**config.mk**
```make
export PLATFORM = sky130hd
export DESIGN_NAME = instr_fetch_flat
export DESIGN_NICKNAME = d
export VERILOG_FILES = /design/src/rtl/instr_fetch_if.sv /design/src/rtl/instr_fetch.sv /design/src/flat_wrapper.sv
export SDC_FILE = /design/constraint.sdc
export NUM_CORES = 1
export LEC_CHECK = 0
export CAP_MARGIN = 20
export CORE_ASPECT_RATIO = 0.8
export CORE_MARGIN = 4
export CORE_UTILIZATION = 44
export DETAILED_ROUTE_END_ITERATION = 6
export GPL_TIMING_DRIVEN = 0
export PLACE_DENSITY = 0.83
export SLEW_MARGIN = 20
export SYNTH_ARGS = -nofsm -noshare
export SYNTH_HDL_FRONTEND = slang
export SYNTH_SLANG_ARGS = --single-unit
```
**constraint.sdc**
```tcl
create_clock -name clk -period 3.4 [get_ports clk]
set_input_delay 0.68 -clock clk [delete_from_list [all_inputs] [get_ports clk]]
set_output_delay 0.68 -clock clk [all_outputs]
set_load 0.005 [all_outputs]
```
**src/rtl/instr_fetch_if.sv**
```systemverilog
// Instruction memory read port shared by the fetch stage (master) and the
// synchronous instruction memory (slave).
interface instr_fetch_if #(
  parameter int ADDR_W  = 12,
  parameter int INSTR_W = 8
);
  logic [ADDR_W-1:0]  addr;
  logic               rd_en;
  logic [INSTR_W-1:0] rdata;

  modport master (output addr, output rd_en, input rdata);
  modport slave  (input addr, input rd_en, output rdata);
endinterface

```
**src/rtl/instr_fetch.sv**
```systemverilog
// Instruction fetch stage: captures the PC on request, issues one read to the
// synchronous instruction memory, pulses the PC increment and loads the
// returned word into the instruction register with a one-cycle valid strobe.
module instr_fetch #(
  parameter int ADDR_W      = 12,
  parameter int INSTR_W     = 8,
  parameter int MEM_LATENCY = 1
) (
  input  logic               clk,
  input  logic               rst_n,
  input  logic               fetch_req,
  input  logic               flush,
  input  logic [ADDR_W-1:0]  pc_addr,
  output logic               pc_inc_en,
  instr_fetch_if.master      imem,
  output logic [INSTR_W-1:0] ir,
  output logic               ir_valid,
  output logic               busy
);

  typedef enum logic [1:0] {S_IDLE, S_READ, S_WAIT, S_LATCH} state_t;

  // Latency is limited to 1..4, so the residual wait count fits in two bits.
  localparam logic [1:0] CNT_LOAD = 2'(MEM_LATENCY - 1);

  state_t     state, state_nx;
  logic [1:0] cnt, cnt_nx;
  logic       capture;
  logic       load_ir;

  // State register and memory wait counter.
  always_ff @(posedge clk) begin
    if (!rst_n) begin
      state <= S_IDLE;
      cnt   <= 2'd0;
    end else begin
      state <= state_nx;
      cnt   <= cnt_nx;
    end
  end

  // Next-state logic; flush wins over every normal transition.
  always_comb begin
    state_nx = state;
    cnt_nx   = cnt;
    capture  = 1'b0;
    load_ir  = 1'b0;
    case (state)
      S_IDLE: begin
        if (fetch_req && !flush) begin
          capture  = 1'b1;
          state_nx = S_READ;
        end
      end
      S_READ: begin
        if (flush) begin
          state_nx = S_IDLE;
          cnt_nx   = 2'd0;
        end else begin
          cnt_nx   = CNT_LOAD;
          state_nx = (MEM_LATENCY == 1) ? S_LATCH : S_WAIT;
        end
      end
      S_WAIT: begin
        if (flush) begin
          state_nx = S_IDLE;
          cnt_nx   = 2'd0;
        end else begin
          cnt_nx = cnt - 2'd1;
          if (cnt == 2'd1) state_nx = S_LATCH;
        end
      end
      S_LATCH: begin
        state_nx = S_IDLE;
        cnt_nx   = 2'd0;
        // A flushed fetch leaves the IR untouched and raises no valid.
        load_ir  = !flush;
      end
      default: begin
        state_nx = S_IDLE;
        cnt_nx   = 2'd0;
      end
    endcase
  end

  // Address capture, instruction register and its one-cycle valid strobe.
  always_ff @(posedge clk) begin
    if (!rst_n) begin
      imem.addr <= '0;
      ir        <= '0;
      ir_valid  <= 1'b0;
    end else begin
      ir_valid <= load_ir;
      if (capture) imem.addr <= pc_addr;
      if (load_ir) ir <= imem.rdata;
    end
  end

  // READ lasts exactly one cycle, so both strobes pulse once per fetch.
  assign imem.rd_en = (state == S_READ);
  assign pc_inc_en  = (state == S_READ);
  assign busy       = (state != S_IDLE);

endmodule

```
**src/flat_wrapper.sv**
```systemverilog
// flat-port wrapper written by rule: the top's interface ports become plain ports
module instr_fetch_flat 
#(
  parameter int ADDR_W      = 12,
  parameter int INSTR_W     = 8,
  parameter int MEM_LATENCY = 1
)
  (clk, rst_n, fetch_req, flush, pc_addr, pc_inc_en, ir, ir_valid, busy, imem_addr, imem_rd_en, imem_rdata);
  instr_fetch_if #(.ADDR_W(ADDR_W), .INSTR_W(INSTR_W)) imem_i ();
  input  logic clk;
  input  logic rst_n;
  input  logic fetch_req;
  input  logic flush;
  input  logic [ADDR_W-1:0] pc_addr;
  output logic pc_inc_en;
  output logic [INSTR_W-1:0] ir;
  output logic ir_valid;
  output logic busy;
  output wire logic [$bits(imem_i.addr)-1:0] imem_addr;
  output wire logic [$bits(imem_i.rd_en)-1:0] imem_rd_en;
  input wire logic [$bits(imem_i.rdata)-1:0] imem_rdata;
  assign imem_addr = imem_i.addr;
  assign imem_rd_en = imem_i.rd_en;
  assign imem_i.rdata = imem_rdata;
  instr_fetch #(.ADDR_W(ADDR_W), .INSTR_W(INSTR_W), .MEM_LATENCY(MEM_LATENCY)) u_core (.clk(clk), .rst_n(rst_n), .fetch_req(fetch_req), .flush(flush), .pc_addr(pc_addr), .pc_inc_en(pc_inc_en), .imem(imem_i), .ir(ir), .ir_valid(ir_valid), .busy(busy));
endmodule
```
==> results.ini <==
[critical_path]
worstSetupEndpointType=output port
timing.critical_path.fanout_max=4
crit_buf_inv=3
timing.critical_path.required_ns=2.72
cp_slowest_stage_delay_ns=0.50
worst_reg2reg_startpoint=u_core.state[0]
worst-endpoint-arrival_ns=1.67
register_to_register_path_setup_slack_ns=1.85
crit_chain=inv_1 > ha_1 > inv_1 > clkdlybuf4s50_1
cell_occurring_most_often_along_the_worst_timing_path=inv_1
start_kind=register
critical_path_class=reg -> out
timing.reg2reg.worst_path_depth=5
kind_of_cell_adding_the_most_delay_to_the_critical_path=buffers and inverters
r2r_path_end=u_core.cnt[0]
critical_path.slowest_cell=clkdlybuf4s50_1

[place]
routabilityCongestion=0.832
dp_worst_setup_slack_ns=1.28
detailedPlacementHpwl_mm=2.09
post_dp_cell_area_mm2=0.00160
io_buffers=47

[detailed_routing]
drt_iter0_drc=15
detail_route.wl_per_cell_um=13.6
vias=897
finalWirelength_mm=2.54
route.antenna.remaining_nets=0
drc=0
vias_per_cell=4.80
drt_pre_antenna_iters=4

[final_layout]
fin_nets=193
postLayoutCellArea_mm2=0.00163
commonest_non_fill_non_tap_cell_in_the_layout=clkdlybuf4s50_1
final_cell_mix=47 x clkdlybuf4s50_1, 25 x dfxtp_1, 21 x nand2_1
filler_cell_count=180
area.growth.synth_to_final_pct=48.6
layout-drive-gt1-share_pct=5.56
diodes=0

[clocking]
hold_buf_count_cts=0
number_of_setup_buffers_added_after_cts=0
path_clk_slew_ns=0.14
insertion_delay_ns=0.32
tritoncts_num_sinks=25
tritoncts.num_buffers=3
cts_root_buffer=clkbuf_4
tritoncts=yes
post_cts_resized=0
cts.htree.levels=1
cts_buffer_depth=2

[grt]
gr-total-overflow=0
initial_antenna_violation_count=0
vias_in_the_first_global_route=950
pin_count_of_the_biggest_net_entering_global_routing=16
grt_pass1_wl_mm=4.30
grt_util_all_layers_pct=16.6

[synth]
post_synthesis_instance_area_mm2=0.00109
postSynth.asyncResetShare_pct=0
synth_seq_cells=25
synth.yosys.seq_area_share_pct=45.7
mapped_nets=141
yosys_cell_types=21
synthesis.instances=111
postSynth.topFlopCell=dfxtp_1
synth_edf_count=0
yosysWarnings=0
synth.avg_cell_area_um2=9.86

[sta]
finalHoldViolations=0
min_period_ns=2.35
rsz_0062_raised_after_global_routing=false
report.final.slew_viol_count=0
setup_tns_ns=0
max_clock_freq_mhz=426
whs_ns=0.477
fin_crit_sh_pct=69.1
worst_slew_pin_slew_ns=0.376
maxSlewHeadroom_pct=74.9
skew_ns=0.00175
setup_viol=0
fin_ws_ns=1.05

[power]
power.share.clock_pct=18.8
sw_frac_of_total_pct=28.7
power_density_mw_per_mm2=441
power.sequential.fraction_pct=47.0
static_leakage_nw=0.674
max-vdd-ir-drop_uv=381
power_frac_comb_pct=34.2
report.power.total_mw=0.717
internal-power_mw=0.512
p_switching_mw=0.206

[floorplanning]
start_util_pct=48.6
die-area_mm2=0.00336
dieWidth_um=63.8
core_area_mm2=0.00225
boundaryPins=48
standard_cell_rows=15
die_height_um=52.6

[run_status]
status=completed

[hold_path]
worst_hold_path_type=reg -> reg
min_path_cells=2
hold_path_end=u_core.ir[1]
worst_hold_startpoint=u_core.ir[1]

[job]
maxCapViolCount=0

[worst max path at each step]
| stage | startpoint | slack (ns) | cells after the start | endpoint |
|---|---|---|---|---|
| after floorplan | u_core.state[1] | 1.95 | 3 | pc_inc_en |
| after global placement | flush | 1.36 | 5 | u_core.imem.addr[4] |
| after detailed placement | flush | 1.28 | 5 | u_core.imem.addr[7] |
| after CTS | u_core.state[0] | 1.03 | 4 | busy |
| after global routing | u_core.state[0] | 0.96 | 4 | busy |
| final | u_core.state[0] | 1.05 | 4 | busy |
[sequential cells by signal (all words and copies together), names as in the netlist]
name,cells
u_core.ir_valid,1
u_core.cnt,2
u_core.imem.addr,12
u_core.state,2
u_core.ir,8
[cells by family after synthesis]
logic type | count (synthesis) | share of synthesized area (%)
buffers and inverters | 10 | 4.69
DFF | 25 | 45.7
AOI/OAI and AO/OA | 11 | 7.31
and+or+nand+nor | 44 | 21.7
muxes | 15 | 13.7
adders and majority gates | 6 | 6.86
[worst min-delay path: cells and delay by family, from the launching register on]
kind	cells	cell delay, ns
AOI/OAI and AO/OA	1	0.06
and+or+nand+nor	1	0.05
DFF	1	0.34
[through the flow]
step | util, % | cells
after global routing | 72.2 | 187
after detailed placement | 70.9 | 183
after CTS | 72.2 | 187
after floorplan | - | 111
after global placement | 70.9 | 183
final | 72.2 | 187
[power by group through the flow]
stage	combinational (mW)	sequential, mW	clock (mW)
global placement	0.236	0.341	0
finish	0.245	0.337	0.135
floorplan	0.133	0.342	0
CTS	0.248	0.338	0.140
detailed placement	0.246	0.344	0
global route	0.267	0.341	0.156
[cell type report]
type	count	area, um^2	area share (%)
well taps	25	31.3	1.92
flip-flops and latches	25	500	30.8
clock inverters	1	7.51	0.462
inverters	4	15.0	0.923
plain buffers	6	36.3	2.23
repair buffers	47	470	28.9
multi-input cells	76	543	33.4
clock buffers	3	22.5	1.38
[metal layers]
metal	track usage, %	part of all wire [%]
met5	0	0
met3	6.22	5.7
met4	3.23	0.55
met1	16.8	39
met2	32.9	55
[synth_stat cells, types with 2 or more instances]
library cell | count | share of area (%)
inv_1 | 4 | 1.4
and2_1 | 2 | 1.1
nand3b_1 | 2 | 1.4
dfxtp_1 | 25 | 46
ha_1 | 6 | 6.9
buf_2 | 2 | 0.91
nand2b_1 | 2 | 1.1
a21boi_0 | 9 | 6.2
clkbuf_1 | 2 | 0.69
nor2b_1 | 12 | 6.9
mux2i_1 | 15 | 14
nand2_1 | 21 | 7.2
Note: power is estimated with default switching activity, not from simulation.
